[src/rtl/regfile_pkg.sv]
// Shared constants and helpers for the multi-port register file.
package regfile_pkg;

   localparam int XLEN_DEF  = 64;
   localparam int NREGS_DEF = 32;
   localparam logic [XLEN_DEF-1:0] REG_ZERO = '0;

   // Widest busy vector the counter helper accepts (NREGS up to 256)
   localparam int POP_W = 256;

   function automatic logic [8:0] popcount(input logic [POP_W-1:0] vec);
      logic [8:0] cnt;
      cnt = 9'd0;
      for (int i = 0; i < POP_W; i++) begin
         cnt = cnt + {8'd0, vec[i]};
      end
      return cnt;
   endfunction

endpackage

[src/rtl/regfile_mp_if.sv]
// Decode/writeback bus of the register file: read ports, writeback, reserve, flush.
interface regfile_mp_if import regfile_pkg::*; #(
   parameter int XLEN  = XLEN_DEF,
   parameter int NREGS = NREGS_DEF,
   parameter int NREAD = 2
) ();

   localparam int AW = $clog2(NREGS);

   logic [NREAD*AW-1:0]   rd_addr;
   logic [NREAD*XLEN-1:0] rd_data;
   logic [NREAD-1:0]      rd_busy;
   logic                  wr_en;
   logic [AW-1:0]         wr_addr;
   logic [XLEN-1:0]       wr_data;
   logic                  rsv_en;
   logic [AW-1:0]         rsv_addr;
   logic                  flush;
   logic [AW:0]           busy_cnt;

   modport master (
      output rd_addr, wr_en, wr_addr, wr_data, rsv_en, rsv_addr, flush,
      input  rd_data, rd_busy, busy_cnt
   );

   modport slave (
      input  rd_addr, wr_en, wr_addr, wr_data, rsv_en, rsv_addr, flush,
      output rd_data, rd_busy, busy_cnt
   );

endinterface

[src/rtl/rf_busy_table.sv]
// Per-register busy scoreboard: flush beats reserve, reserve beats release; x0 never busy.
module rf_busy_table import regfile_pkg::*; #(
   parameter  int NREGS = NREGS_DEF,
   localparam int AW    = $clog2(NREGS)
) (
   input  logic             clk,
   input  logic             rst,
   input  logic             set_en,
   input  logic [AW-1:0]    set_addr,
   input  logic             clr_en,
   input  logic [AW-1:0]    clr_addr,
   input  logic             flush,
   output logic [NREGS-1:0] busy,
   output logic [AW:0]      busy_cnt
);

   logic [NREGS-1:0] r_busy;
   logic [NREGS-1:0] w_busy_nxt;
   logic [NREGS-1:0] w_set_mask;
   logic [NREGS-1:0] w_clr_mask;
   logic [AW:0]      r_cnt;

   // Decoded masks; applying set after clear lets a new producer win over a release
   always_comb begin
      w_set_mask = '0;
      w_clr_mask = '0;
      for (int i = 0; i < NREGS; i++) begin
         w_set_mask[i] = set_en && (set_addr == AW'(i)) && (i != 0);
         w_clr_mask[i] = clr_en && (clr_addr == AW'(i));
      end
      w_busy_nxt = flush ? '0 : ((r_busy & ~w_clr_mask) | w_set_mask);
   end

   always_ff @(posedge clk or posedge rst) begin
      if (rst) begin
         r_busy <= '0;
         r_cnt  <= '0;
      end else begin
         r_busy <= w_busy_nxt;
         r_cnt  <= (AW+1)'(popcount(POP_W'(w_busy_nxt)));
      end
   end

   assign busy     = r_busy;
   assign busy_cnt = r_cnt;

endmodule

[src/rtl/regfile_mp.sv]
// Multi-read-port integer register file (x0 = 0) with busy scoreboard.
// Define REGFILE_BYPASS_EN for same-cycle write-through forwarding on the read ports.
module regfile_mp import regfile_pkg::*; #(
   parameter  int XLEN  = XLEN_DEF,
   parameter  int NREGS = NREGS_DEF,
   parameter  int NREAD = 2,
   localparam int AW    = $clog2(NREGS)
) (
   input  logic         clk,
   input  logic         rst,
   regfile_mp_if.slave  io_rf
);

   logic [XLEN-1:0]  r_regs [NREGS];
   logic [NREGS-1:0] w_busy;
   logic             w_wr_live;

   assign w_wr_live = io_rf.wr_en && (io_rf.wr_addr != '0);

   always_ff @(posedge clk or posedge rst) begin
      if (rst) begin
         for (int i = 0; i < NREGS; i++) begin
            r_regs[i] <= '0;
         end
      end else if (w_wr_live) begin
         r_regs[io_rf.wr_addr] <= io_rf.wr_data;
      end
   end

   rf_busy_table #(.NREGS(NREGS)) u_busy (
      .clk      (clk),
      .rst      (rst),
      .set_en   (io_rf.rsv_en),
      .set_addr (io_rf.rsv_addr),
      .clr_en   (io_rf.wr_en),
      .clr_addr (io_rf.wr_addr),
      .flush    (io_rf.flush),
      .busy     (w_busy),
      .busy_cnt (io_rf.busy_cnt)
   );

   for (genvar p = 0; p < NREAD; p++) begin : g_rd
      logic [AW-1:0]   w_addr;
      logic [XLEN-1:0] w_data;
      logic            w_bsy;

      assign w_addr = io_rf.rd_addr[p*AW +: AW];

      // Read mux; reset forces zero so a forwarded write cannot leak out during rst
      always_comb begin
         w_data = r_regs[w_addr];
         w_bsy  = w_busy[w_addr];
         if (rst || (w_addr == '0)) begin
            w_data = XLEN'(REG_ZERO);
`ifdef REGFILE_BYPASS_EN
         end else if (w_wr_live && (io_rf.wr_addr == w_addr)) begin
            w_data = io_rf.wr_data;
`endif
         end else begin
            w_data = r_regs[w_addr];
         end
`ifdef REGFILE_BYPASS_EN
         if (w_wr_live && (io_rf.wr_addr == w_addr) &&
             !(io_rf.rsv_en && (io_rf.rsv_addr == w_addr))) begin
            w_bsy = 1'b0;
         end else begin
            w_bsy = w_busy[w_addr];
         end
`endif
      end

      assign io_rf.rd_data[p*XLEN +: XLEN] = w_data;
      assign io_rf.rd_busy[p]              = w_bsy;
   end

endmodule
[src/flat_wrapper.sv]
// flat-port wrapper written by rule: the top's interface ports become plain ports
module regfile_mp_flat import regfile_pkg::*;
#(
   parameter  int XLEN  = XLEN_DEF,
   parameter  int NREGS = NREGS_DEF,
   parameter  int NREAD = 2,
   localparam int AW    = $clog2(NREGS)
)
  (clk, rst, io_rf_rd_addr, io_rf_wr_en, io_rf_wr_addr, io_rf_wr_data, io_rf_rsv_en, io_rf_rsv_addr, io_rf_flush, io_rf_rd_data, io_rf_rd_busy, io_rf_busy_cnt);
  regfile_mp_if #(.XLEN(XLEN), .NREGS(NREGS), .NREAD(NREAD)) io_rf_i ();
  input  logic clk;
  input  logic rst;
  input wire logic [$bits(io_rf_i.rd_addr)-1:0] io_rf_rd_addr;
  input wire logic [$bits(io_rf_i.wr_en)-1:0] io_rf_wr_en;
  input wire logic [$bits(io_rf_i.wr_addr)-1:0] io_rf_wr_addr;
  input wire logic [$bits(io_rf_i.wr_data)-1:0] io_rf_wr_data;
  input wire logic [$bits(io_rf_i.rsv_en)-1:0] io_rf_rsv_en;
  input wire logic [$bits(io_rf_i.rsv_addr)-1:0] io_rf_rsv_addr;
  input wire logic [$bits(io_rf_i.flush)-1:0] io_rf_flush;
  output wire logic [$bits(io_rf_i.rd_data)-1:0] io_rf_rd_data;
  output wire logic [$bits(io_rf_i.rd_busy)-1:0] io_rf_rd_busy;
  output wire logic [$bits(io_rf_i.busy_cnt)-1:0] io_rf_busy_cnt;
  assign io_rf_i.rd_addr = io_rf_rd_addr;
  assign io_rf_i.wr_en = io_rf_wr_en;
  assign io_rf_i.wr_addr = io_rf_wr_addr;
  assign io_rf_i.wr_data = io_rf_wr_data;
  assign io_rf_i.rsv_en = io_rf_rsv_en;
  assign io_rf_i.rsv_addr = io_rf_rsv_addr;
  assign io_rf_i.flush = io_rf_flush;
  assign io_rf_rd_data = io_rf_i.rd_data;
  assign io_rf_rd_busy = io_rf_i.rd_busy;
  assign io_rf_busy_cnt = io_rf_i.busy_cnt;
  regfile_mp #(.XLEN(XLEN), .NREGS(NREGS), .NREAD(NREAD)) u_core (.clk(clk), .rst(rst), .io_rf(io_rf_i));
endmodule
[config.mk]
export PLATFORM = sky130hd
export DESIGN_NAME = regfile_mp_flat
export DESIGN_NICKNAME = d
export VERILOG_FILES = /design/src/rtl/regfile_pkg.sv /design/src/rtl/regfile_mp_if.sv /design/src/rtl/rf_busy_table.sv /design/src/rtl/regfile_mp.sv /design/src/flat_wrapper.sv
export SDC_FILE = /design/constraint.sdc
export NUM_CORES = 2
export LEC_CHECK = 0
export BUFFER_PORTS_ARGS = -buffer_cell sky130_fd_sc_hd__buf_2
export CELL_PAD_IN_SITES_DETAIL_PLACEMENT = 0
export CELL_PAD_IN_SITES_GLOBAL_PLACEMENT = 1
export CORE_MARGIN = 5
export CORE_UTILIZATION = 33
export DETAILED_ROUTE_END_ITERATION = 6
export PLACE_DENSITY = 0.51
export SLEW_MARGIN = 0
export SYNTH_ARGS = -nofsm -noshare
export SYNTH_HDL_FRONTEND = slang
export SYNTH_HIERARCHICAL = 1
export SYNTH_SLANG_ARGS = --single-unit
[constraint.sdc]
create_clock -name clk -period 100.7 [get_ports clk]
set_clock_uncertainty 0.15 [all_clocks]
set_input_delay 20.14 -clock clk [delete_from_list [all_inputs] [get_ports clk]]
set_output_delay 20.14 -clock clk [all_outputs]
set_load 0.03 [all_outputs]
==> flow_summary.ini <==
[pwr]
power_leakage_nw = 53.9
comb_power_share_pct = 19.0
power_per_cell_area_mw_per_mm2 = 20.7
ir_drop_uv = 11.1
power_frac_seq_pct = 42.9
switching_share_pct = 27.4
net_switching_power_uw = 707
share_clk_of_total_power_pct = 38.1
power_report.internal_total_mw = 1.88

[min_path]
worst_hold_startpoint = u_core/r_regs[2031]
holdCritPathClass = reg2reg

[finish]
area_growth_pct = 12.6
utilization_pct = 37.4
layout-drive-gt1-share_pct = 53.7
final_cell_area_mm2 = 0.125
final_nets = 7137
final.fill_count = 31276

[job]
maxCapViolCount = 0

[synthesis]
synth_commonest_cells = dfrtp_1 (2086), mux2_2 (2048), mux4_2 (948)
yosysTopAreaCell = dfrtp_1
synthesis.area_per_instance_um2 = 15.5
synth_ff_type = dfrtp_1
post-synth-top-area-fraction_pct = 47.1
cell_area_after_synthesis_mm2 = 0.111
number_of_distinct_library_cells_after_synthesis = 62
synth.net_count = 7290
synth.yosys.seq_area_share_pct = 47.1
synth.ff_latch_count = 2086
synth_top_cells_by_area = dfrtp_1 (47%), mux2_2 (21%), mux4_2 (19%), mux2i_1 (4.1%), clkbuf_1 (1.8%)
most_repeated_cell_in_the_gate_level_netlist_after_synthesis = dfrtp_1
yosys_warnings = 6
number_of_synthesized_flops_with_an_enable_pin = 0
netlist_instances = 7170
asyncSetResetFlopFracSynth_pct = 100

[worst_setup_path]
worstSetupStartpoint = io_rf_rd_addr[0]
worstPathRequired_ps = 80410
delay_contributed_by_the_slowest_stage_of_the_critical_path_ps = 770
start_kind = input pin
timing.critical_path.slowest_stage_cell = buf_4
worstPathCellList = buf_8 > buf_4 > buf_4 > buf_4 > buf_4 > mux4_2 > mux2i_1 > o22a_1 > o221ai_1 > buf_2
crit_type = in2out
reg2reg_from = u_core/u_busy/busy[13]
cpMostUsedCell = buf_4
critical_path.endpoint_type = output pin
arrival_time_at_the_worst_endpoint_ps = 25400
worstPathMaxFanout = 71

[floorplanning]
floorplan.initialDensity_pct = 33.2
placement_rows = 212
top_level_ports = 225
design.core.area_mm2 = 0.334
dieArea_mm2 = 0.347
die_width_um = 589
die_y_um = 589

[sta]
finalSetupTns_ps = 0
hold_viol = 0
final_setup_viols = 0
worst_max_slew_margin_expressed_relative_to_the_limit_pct = 17.3
fin_crit_sh_pct = 45.4
grt_setup_unrepaired = false
timing.final.crit_period_ps = 45690
fmax_ghz = 0.0219
timing_max_transition_violations_final = 0
timing_worst_slew_pin_value_ps = 1240

[global_routing]
grt_pass1_vias = 73509
overall_global_routing_resource_usage_pct = 23.2
maximum_number_of_pins_on_one_net_before_global_route_repair = 165
grt_pass1_wl_um = 584000
grt_antenna_before_repair = 53
globalRouteOverflowTotal = 0

[clock_network]
tritoncts = done
clk-insertion-delay-late_ps = 900
cts_hold_buf = 0
clockRootBuffer = clkbuf_16
cts_repair_resize_count = 0
htree_num_levels = 5
numClockSinks = 2086
cts-buffers-inserted = 268
postCtsSetupBuffers = 0
path_clk_slew_ps = 50
clock_path_buffers = 4

[routing]
initialDrtViolationCount = 5102
vias = 68777
drtPass1Iterations = 5
route.detailed.drc = 0
route.detailed.wl_per_inst_um = 35.3
antenna_left = 0
route.final.wire_length_um = 410000
via_per_inst = 5.92

[place]
io_port_bufs = 224
placedInstanceArea_mm2 = 0.116
gp_congestion = 0.757
dp_hpwl_um = 227000

[outcome]
run_status = finished clean
[metal layers]
layer | wire length (um) | vias to the layer above | GRT usage (%)
met5 | 75 | - | 0
met4 | 12700 | 12 | 6.75
met3 | 17500 | 555 | 3.06
met2 | 198000 | 1818 | 38.2
met1 | 182000 | 38728 | 32.2
li1 | - | 27664 | -
[critical path, delay by kind of cell]
family                 cells  cell delay, ps
AO/OA/AOI/OAI              2             500
buffers and inverters      6            3800
multiplexers               2             760
[power groups by stage]
stage	registers [mW]	logic [mW]	clock network [mW]
global route	1.13	0.529	1.04
finish	1.11	0.490	0.984
floorplan	1.09	0.391	0
CTS	1.11	0.496	1.01
detailed placement	1.12	0.495	0
global placement	1.11	0.486	0
[placed cells by master, fill, tap and decap left out, types with 22 or more instances in the layout]
cell,n
a211o_1,30
a221oi_1,31
a22o_1,47
a22oi_1,47
and3_1,32
buf_2,217
buf_4,170
clkbuf_1,50
clkbuf_16,277
clkbuf_8,73
clkinv_2,22
dfrtp_1,2086
fa_1,24
inv_1,24
mux2_2,2048
mux2i_1,453
mux4_2,948
nand2_1,40
nand3_1,39
o211ai_1,23
o21ai_0,24
o221ai_1,126
o22a_1,79
[registers in the layout, indices dropped and copies added, names as in the netlist]
name                    count
u_core/u_busy/busy_cnt      6
u_core/r_regs            2048
u_core/u_busy/busy         32
[worst paths after layout]
kind / cells after the start / to / slack [ps]
max: 10 / io_rf_rd_data[14] / 55010
min: 0 / u_core/r_regs[2031] / 240
max reg2reg: 15 / u_core/u_busy/busy_cnt[4] / 95580
min reg2reg: 0 / u_core/r_regs[2031] / 240
max in group asynchronous: 8 / u_core/r_regs[998] / 75170
min in group asynchronous: 2 / u_core/r_regs[321] / 19420
[area by class of cell]
cell class	count	area (um2)	area share [%]
antenna	21	52.6	0.0421
inverter	26	105	0.0842
clock buffer	399	8110	6.50
sequential	2086	52200	41.8
multi-input combinational	4228	55300	44.3
tap	4387	5490	4.40
timing repair buffer	407	2720	2.18
clock inverter	56	786	0.630
[stage by stage]
| stage | setup WS (ps) | power, mW | cells | hold slack (ps) |
|---|---|---|---|---|
| after floorplan | 3260 | 1.48 | 7170 | 291 |
| after global placement | 54820 | 1.60 | 11134 | 226 |
| after detailed placement | 54800 | 1.61 | 11134 | 233 |
| after CTS | 54810 | 2.61 | 11589 | 246 |
| after global routing | 54470 | 2.70 | 11598 | 254 |
| final | 55010 | 2.58 | 11610 | 242 |
[logic make-up after synthesis]
kind of cell	count (synthesis)	share of synthesized area (%)
flops	2086	47.1
buf+inv	856	3.26
simple gates	228	1.13
compound gates	517	3.77
fa+ha+maj	31	0.513
xor+xnor	3	0.0237
mux	3449	44.2
(Power assumes the default switching activity.)
